<file path="config.mk">
export PLATFORM = sky130hd
export DESIGN_NAME = lva_arbiter
export DESIGN_NICKNAME = d
export VERILOG_FILES = /design/src/rtl/lva_arbiter.sv
export SDC_FILE = /design/constraint.sdc
export NUM_CORES = 1
export LEC_CHECK = 0
export BUFFER_PORTS_ARGS = -buffer_cell sky130_fd_sc_hd__buf_2
export CAP_MARGIN = 25
export CORE_ASPECT_RATIO = 0.7
export CORE_MARGIN = 4
export CORE_UTILIZATION = 42
export DETAILED_ROUTE_END_ITERATION = 12
export PLACE_DENSITY_LB_ADDON = 0.2
export SLEW_MARGIN = 20
export SYNTH_ARGS = -nofsm -noshare
export SYNTH_HDL_FRONTEND = slang
export SYNTH_SLANG_ARGS = --single-unit
</file>
<file path="constraint.sdc">
create_clock -name clk -period 2.7 [get_ports clk]
set_clock_uncertainty 0.1 [all_clocks]
set_input_delay 0.27 -clock clk [delete_from_list [all_inputs] [get_ports clk]]
set_output_delay 0.27 -clock clk [all_outputs]
set_load 0.02 [all_outputs]
</file>
<file path="src/rtl/lva_arbiter.sv">
// Two-requester arbiter for the single local variable array port: turns frame-relative
// indices into absolute addresses, bounds-checks them and runs the LVA trigger/done handshake.
`timescale 1ns/1ps
module lva_arbiter #(
  parameter int LVA_SIZE = 1024
) (
  input  logic                        clk,
  input  logic                        rst_n,
  input  logic [$clog2(LVA_SIZE)-1:0] frame_base,
  input  logic                        a_trigger,
  input  logic                        a_write,
  input  logic [$clog2(LVA_SIZE)-1:0] a_index,
  input  logic [31:0]                 a_wdata,
  output logic [31:0]                 a_rdata,
  output logic                        a_done,
  output logic                        a_err,
  output logic                        a_busy,
  input  logic                        b_trigger,
  input  logic                        b_write,
  input  logic [$clog2(LVA_SIZE)-1:0] b_index,
  input  logic [31:0]                 b_wdata,
  output logic [31:0]                 b_rdata,
  output logic                        b_done,
  output logic                        b_err,
  output logic                        b_busy,
  output logic                        lva_trigger,
  output logic                        lva_write,
  output logic [$clog2(LVA_SIZE)-1:0] lva_addr,
  output logic [31:0]                 lva_wdata,
  input  logic [31:0]                 lva_rdata,
  input  logic                        lva_done
);
  localparam int ADDR = $clog2(LVA_SIZE);
  localparam logic [ADDR:0] LIMIT = (ADDR+1)'(LVA_SIZE);

  // Requesters: pulse x_trigger while x_busy = 0 to post a request; one x_done
  // pulse (with x_err if out of range) ends it. LVA: lva_trigger is a one-cycle
  // start pulse, addr/write/wdata stay stable until the lva_done pulse.
  typedef enum logic [1:0] {IDLE, ISSUE, WAIT, RESP} state_t;
  state_t state, state_next;

  logic            a_pend, b_pend;
  logic            a_wr_q, b_wr_q;
  logic [ADDR-1:0] a_idx_q, b_idx_q;
  logic [31:0]     a_wd_q, b_wd_q;
  logic            last_b;   // 1 = B was granted last
  logic            gnt_b;    // requester currently in service
  logic            err_q;

  logic            pick_b;
  logic [ADDR-1:0] sel_idx;
  logic [ADDR:0]   abs_addr;
  logic            oor;

  always_comb begin
    pick_b   = b_pend & (~a_pend | ~last_b);
    sel_idx  = pick_b ? b_idx_q : a_idx_q;
    abs_addr = {1'b0, frame_base} + {1'b0, sel_idx};
    oor      = (abs_addr >= LIMIT);
  end

  always_comb begin
    state_next = state;
    case (state)
      IDLE:    if (a_pend | b_pend) state_next = oor ? RESP : ISSUE;
      ISSUE:   state_next = WAIT;
      WAIT:    if (lva_done) state_next = RESP;
      RESP:    state_next = IDLE;
      default: state_next = IDLE;
    endcase
  end

  always_ff @(posedge clk) begin
    if (!rst_n) begin
      state     <= IDLE;
      a_pend    <= 1'b0;
      b_pend    <= 1'b0;
      a_wr_q    <= 1'b0;
      b_wr_q    <= 1'b0;
      a_idx_q   <= '0;
      b_idx_q   <= '0;
      a_wd_q    <= '0;
      b_wd_q    <= '0;
      last_b    <= 1'b1;
      gnt_b     <= 1'b0;
      err_q     <= 1'b0;
      a_rdata   <= '0;
      b_rdata   <= '0;
      lva_write <= 1'b0;
      lva_addr  <= '0;
      lva_wdata <= '0;
    end else begin
      state <= state_next;
      if (a_trigger && !a_pend) begin
        a_pend  <= 1'b1;
        a_wr_q  <= a_write;
        a_idx_q <= a_index;
        a_wd_q  <= a_wdata;
      end
      if (b_trigger && !b_pend) begin
        b_pend  <= 1'b1;
        b_wr_q  <= b_write;
        b_idx_q <= b_index;
        b_wd_q  <= b_wdata;
      end
      case (state)
        IDLE: begin
          if (a_pend || b_pend) begin
            gnt_b  <= pick_b;
            last_b <= pick_b;
            err_q  <= oor;
            if (!oor) begin
              lva_addr  <= abs_addr[ADDR-1:0];
              lva_wdata <= pick_b ? b_wd_q : a_wd_q;
              lva_write <= pick_b ? b_wr_q : a_wr_q;
            end
          end
        end
        WAIT: begin
          if (lva_done) begin
            lva_write <= 1'b0;
            // lva_write still tells load from store during this cycle
            if (!lva_write) begin
              if (gnt_b) b_rdata <= lva_rdata;
              else       a_rdata <= lva_rdata;
            end
          end
        end
        RESP: begin
          if (gnt_b) b_pend <= 1'b0;
          else       a_pend <= 1'b0;
        end
        default: ;
      endcase
    end
  end

  always_comb begin
    lva_trigger = (state == ISSUE);
    a_done      = (state == RESP) & ~gnt_b;
    b_done      = (state == RESP) &  gnt_b;
    a_err       = a_done & err_q;
    b_err       = b_done & err_q;
    a_busy      = a_pend;
    b_busy      = b_pend;
  end
endmodule
</file>
==> results.py <==
metrics = {
    "sta": {
        "tns_ns": 0,
        "rsz0062_at_grt": "true",
        "hold-worst-slack_ns": 0.0199,
        "fin_crit_ns": 2.69,
        "relSlewSlack": 0.556,
        "setup_violations": 0,
        "drv_slew": 0,
        "min_period_over_period": 0.997,
        "report.final.hold_viol_count": 0,
        "fmax_mhz": 372,
        "tightestPinTransition_ns": 0.666,
    },
    "layout": {
        "fill_cells": 1636,
        "n_antenna_cell": 0,
        "final_cell_mix": "330 x nand2_1, 245 x buf_2, 197 x dfxtp_1",
        "final_common_cell": "nand2_1",
        "syn2layout_area_growth_pct": 44.8,
        "layout-drive-gt1-share": 0.292,
        "nets": 1455,
    },
    "logic_synthesis": {
        "syn_nets": 1102,
        "synth-edff-count": 0,
        "synth-main-ff-cell": "dfxtp_1",
        "synth_area_sq_um": 8380,
        "ys_types": 45,
        "ys_seq_elements": 200,
        "ys_warn_count": 0,
        "yosys.area.top_type": "dfxtp_1",
        "yosys-top-cells-area": "dfxtp_1 48%, nand2_1 16%, a21boi_0 10%, mux2i_1 4.8%, o211a_1 3.9%",
        "syn_avg_cell_area_sq_um": 8.80,
        "async_flop_share": 0,
        "syn-instance-count": 952,
        "yosysTopAreaCellShare": 0.478,
        "yosysSeqAreaShare": 0.478,
    },
    "placed_design": {
        "io_buffers": 246,
        "hpwlAfterDp_mm": 15.9,
        "place_congestion": 0.845,
    },
    "floorplan": {
        "ioPinCount": 247,
        "die_w_um": 177,
        "start_util": 0.436,
        "num_rows": 42,
        "dieArea_sq_um": 22300,
        "core_area_sq_um": 19200,
        "die_h_um": 126,
    },
    "detailed_routing": {
        "drt_wl_total_mm": 25.7,
        "first_pass_iters": 5,
        "via_count": 7766,
        "antenna_left": 0,
        "drt_iter0_markers": 534,
        "wl_per_cell_um": 16.2,
        "via_per_inst": 4.91,
        "drc": 0,
    },
    "global_routing": {
        "grtUsageMet2": 0.368,
        "grt-ovfl-total": 0,
        "grt_pass1_wl_mm": 40.2,
        "grt_pass1_vias": 7613,
        "met3_usage": 0.0473,
        "grtUsageMet1": 0.305,
        "grtUsageTotal": 0.223,
        "antenna_found_initial": 0,
        "grt_max_degree": 77,
        "grt_most_used_layer": "met2",
    },
    "worst_hold_path": {
        "hp-class": "primary input to flip-flop",
    },
    "clock_network": {
        "cts.sinks": 200,
        "insertion_delay_ns": 0.43,
        "htree_levels": 4,
        "cts_max_path_buffers": 2,
        "cts_buffers": 17,
        "cts_tree": "built",
        "clk_pin_slew_worst_paths_ns": 0.08,
        "cts_root_buf": "clkbuf_16",
    },
    "worst_setup_path": {
        "worst-setup-path-type": "flip-flop to flip-flop",
        "cpMaxStageDelayCell": "dfxtp_4",
        "cp_cell_sequence": "nand2_4 > and2_4 > mux2_4 > ha_4 > inv_2 > fa_2 > nor2b_2 > o21ai_2 > nand4_2 > a21oi_4 > buf_6 > buf_8 > buf_16 > nand2_1 > o211a_1",
        "path_max_fanout": 6,
        "critPathMaxStageDelay_ns": 0.35,
        "crit_arrival_ns": 2.92,
        "endpoint_kind": "flip-flop",
        "worstPathRequired_ns": 2.93,
        "start_kind": "flip-flop",
    },
    "power_and_ir_drop": {
        "ir_worst_vdd_uv": 387,
        "power.leakage_nw": 5.53,
        "power.total_mw": 7.82,
        "power_density_nw_per_um2": 644,
    },
    "status": {
        "status": "complete, no violations",
    },
    "run": {
        "cap_viol_max_count": 0,
    },
}
-- power by group --
part / leakage, nW / switching (mW) / internal (mW) / total [mW]
Clock: 0.273 / 1.24 / 1.23 / 2.46
Combinational: 3.62 / 1.03 / 0.982 / 2.01
Sequential: 1.63 / 0.158 / 3.18 / 3.34
-- layer usage --
layer | part of all wire | wire (um)
met1 | 0.46 | 11900
met4 | 0.0073 | 188
met3 | 0.059 | 1510
met5 | 0 | 0
met2 | 0.47 | 12000
-- cells in the mapped netlist (2+ instances only) --
cell type  number
a21boi_0      117
a21boi_1       34
a21o_1          2
a21oi_1         4
a21oi_2         2
and2_1          5
and3_1          2
buf_2           8
buf_6           7
clkbuf_1       54
dfxtp_1       200
ha_1           16
inv_1           5
mux2_2         10
mux2i_1        40
nand2_1       347
nand2b_1        2
nand3_1         3
nor2_1          9
nor2b_1        13
nor3_1          2
o211a_1        33
o211ai_1        4
o21ai_0         4
o22ai_1         3
or3_1           2
xnor2_1         2
xor2_1          5
-- per-stage QoR --
stage               setup WS, ns  area (sq um)  cells   util
CTS                      0.00923         11900   1574  0.619
global placement         -0.0223         10000   1422  0.520
finish                   0.00873         12100   1582  0.631
floorplan                 -0.133          8440    952      -
detailed placement        -0.104         10000   1422  0.520
global route             -0.0819         12100   1582  0.631
-- final cells by class --
| type | instances | area (sq um) | area share |
|---|---|---|---|
| multi-input cells | 678 | 4260 | 0.351 |
| flip-flops and latches | 200 | 4010 | 0.331 |
| repair buffers | 403 | 2950 | 0.243 |
| clock buffers | 18 | 429 | 0.0354 |
| well taps | 264 | 330 | 0.0272 |
| clock inverters | 14 | 138 | 0.0113 |
| inverters | 5 | 18.8 | 0.00155 |
-- state kept, by name, summed over array words and instances (netlist names) --
signal and flops:
gnt_b 1, lva_write 1, b_wr_q 1, a_busy 1, a_wd_q 32, a_idx_q 10, last_b 1, a_wr_q 1
b_busy 1, err_q 1, lva_addr 10, a_rdata 32, lva_wdata 32, state 2, b_rdata 32, b_idx_q 10
b_wd_q 32
-- repair_timing --
| item | 4_1_cts | 5_1_grt |
|---|---|---|
| buffers inserted | 7 | 5 |
| endpoints found under the hold margin | 139 | 0 |
| cloned | 5 | 3 |
| endpoints found under the setup margin | 28 | 43 |
| pin swaps | 6 | 3 |
| resized for setup | 16 | 30 |
| hold buffers | 108 | 0 |
-- cells by family after synthesis --
kind of cell | Yosys count | share of synthesized area
multiplexers | 50 | 0.0612
XOR/XNOR | 7 | 0.00731
AO/OA/AOI/OAI | 213 | 0.200
adder cells (fa/ha/maj) | 17 | 0.0263
buffers and inverters | 75 | 0.0415
AND/OR/NAND/NOR | 390 | 0.186
flip-flops | 200 | 0.478
-- critical path, delay by kind of cell (launching register included) --
| family | cells | cell delay (ns) |
|---|---|---|
| muxes | 1 | 0.32 |
| buffers and inverters | 4 | 0.49 |
| AOI/OAI and AO/OA | 3 | 0.44 |
| and+or+nand+nor | 5 | 0.52 |
| adders and majority gates | 2 | 0.37 |
| DFF | 1 | 0.35 |
-- final timing paths --
path	cells after the start	from	slack [ns]	end
max	15	a_busy$_SDFF_PN0_	0.009	lva_wdata[16]$_SDFFE_PN0P_
min	3	a_index[3]	0.02	a_idx_q[3]$_SDFFE_PN0P_
max reg2reg	15	a_busy$_SDFF_PN0_	0.009	lva_wdata[16]$_SDFFE_PN0P_
min reg2reg	2	b_rdata[21]$_SDFFE_PN0P_	0.35	b_rdata[21]$_SDFFE_PN0P_
(Power assumes the default switching activity.)
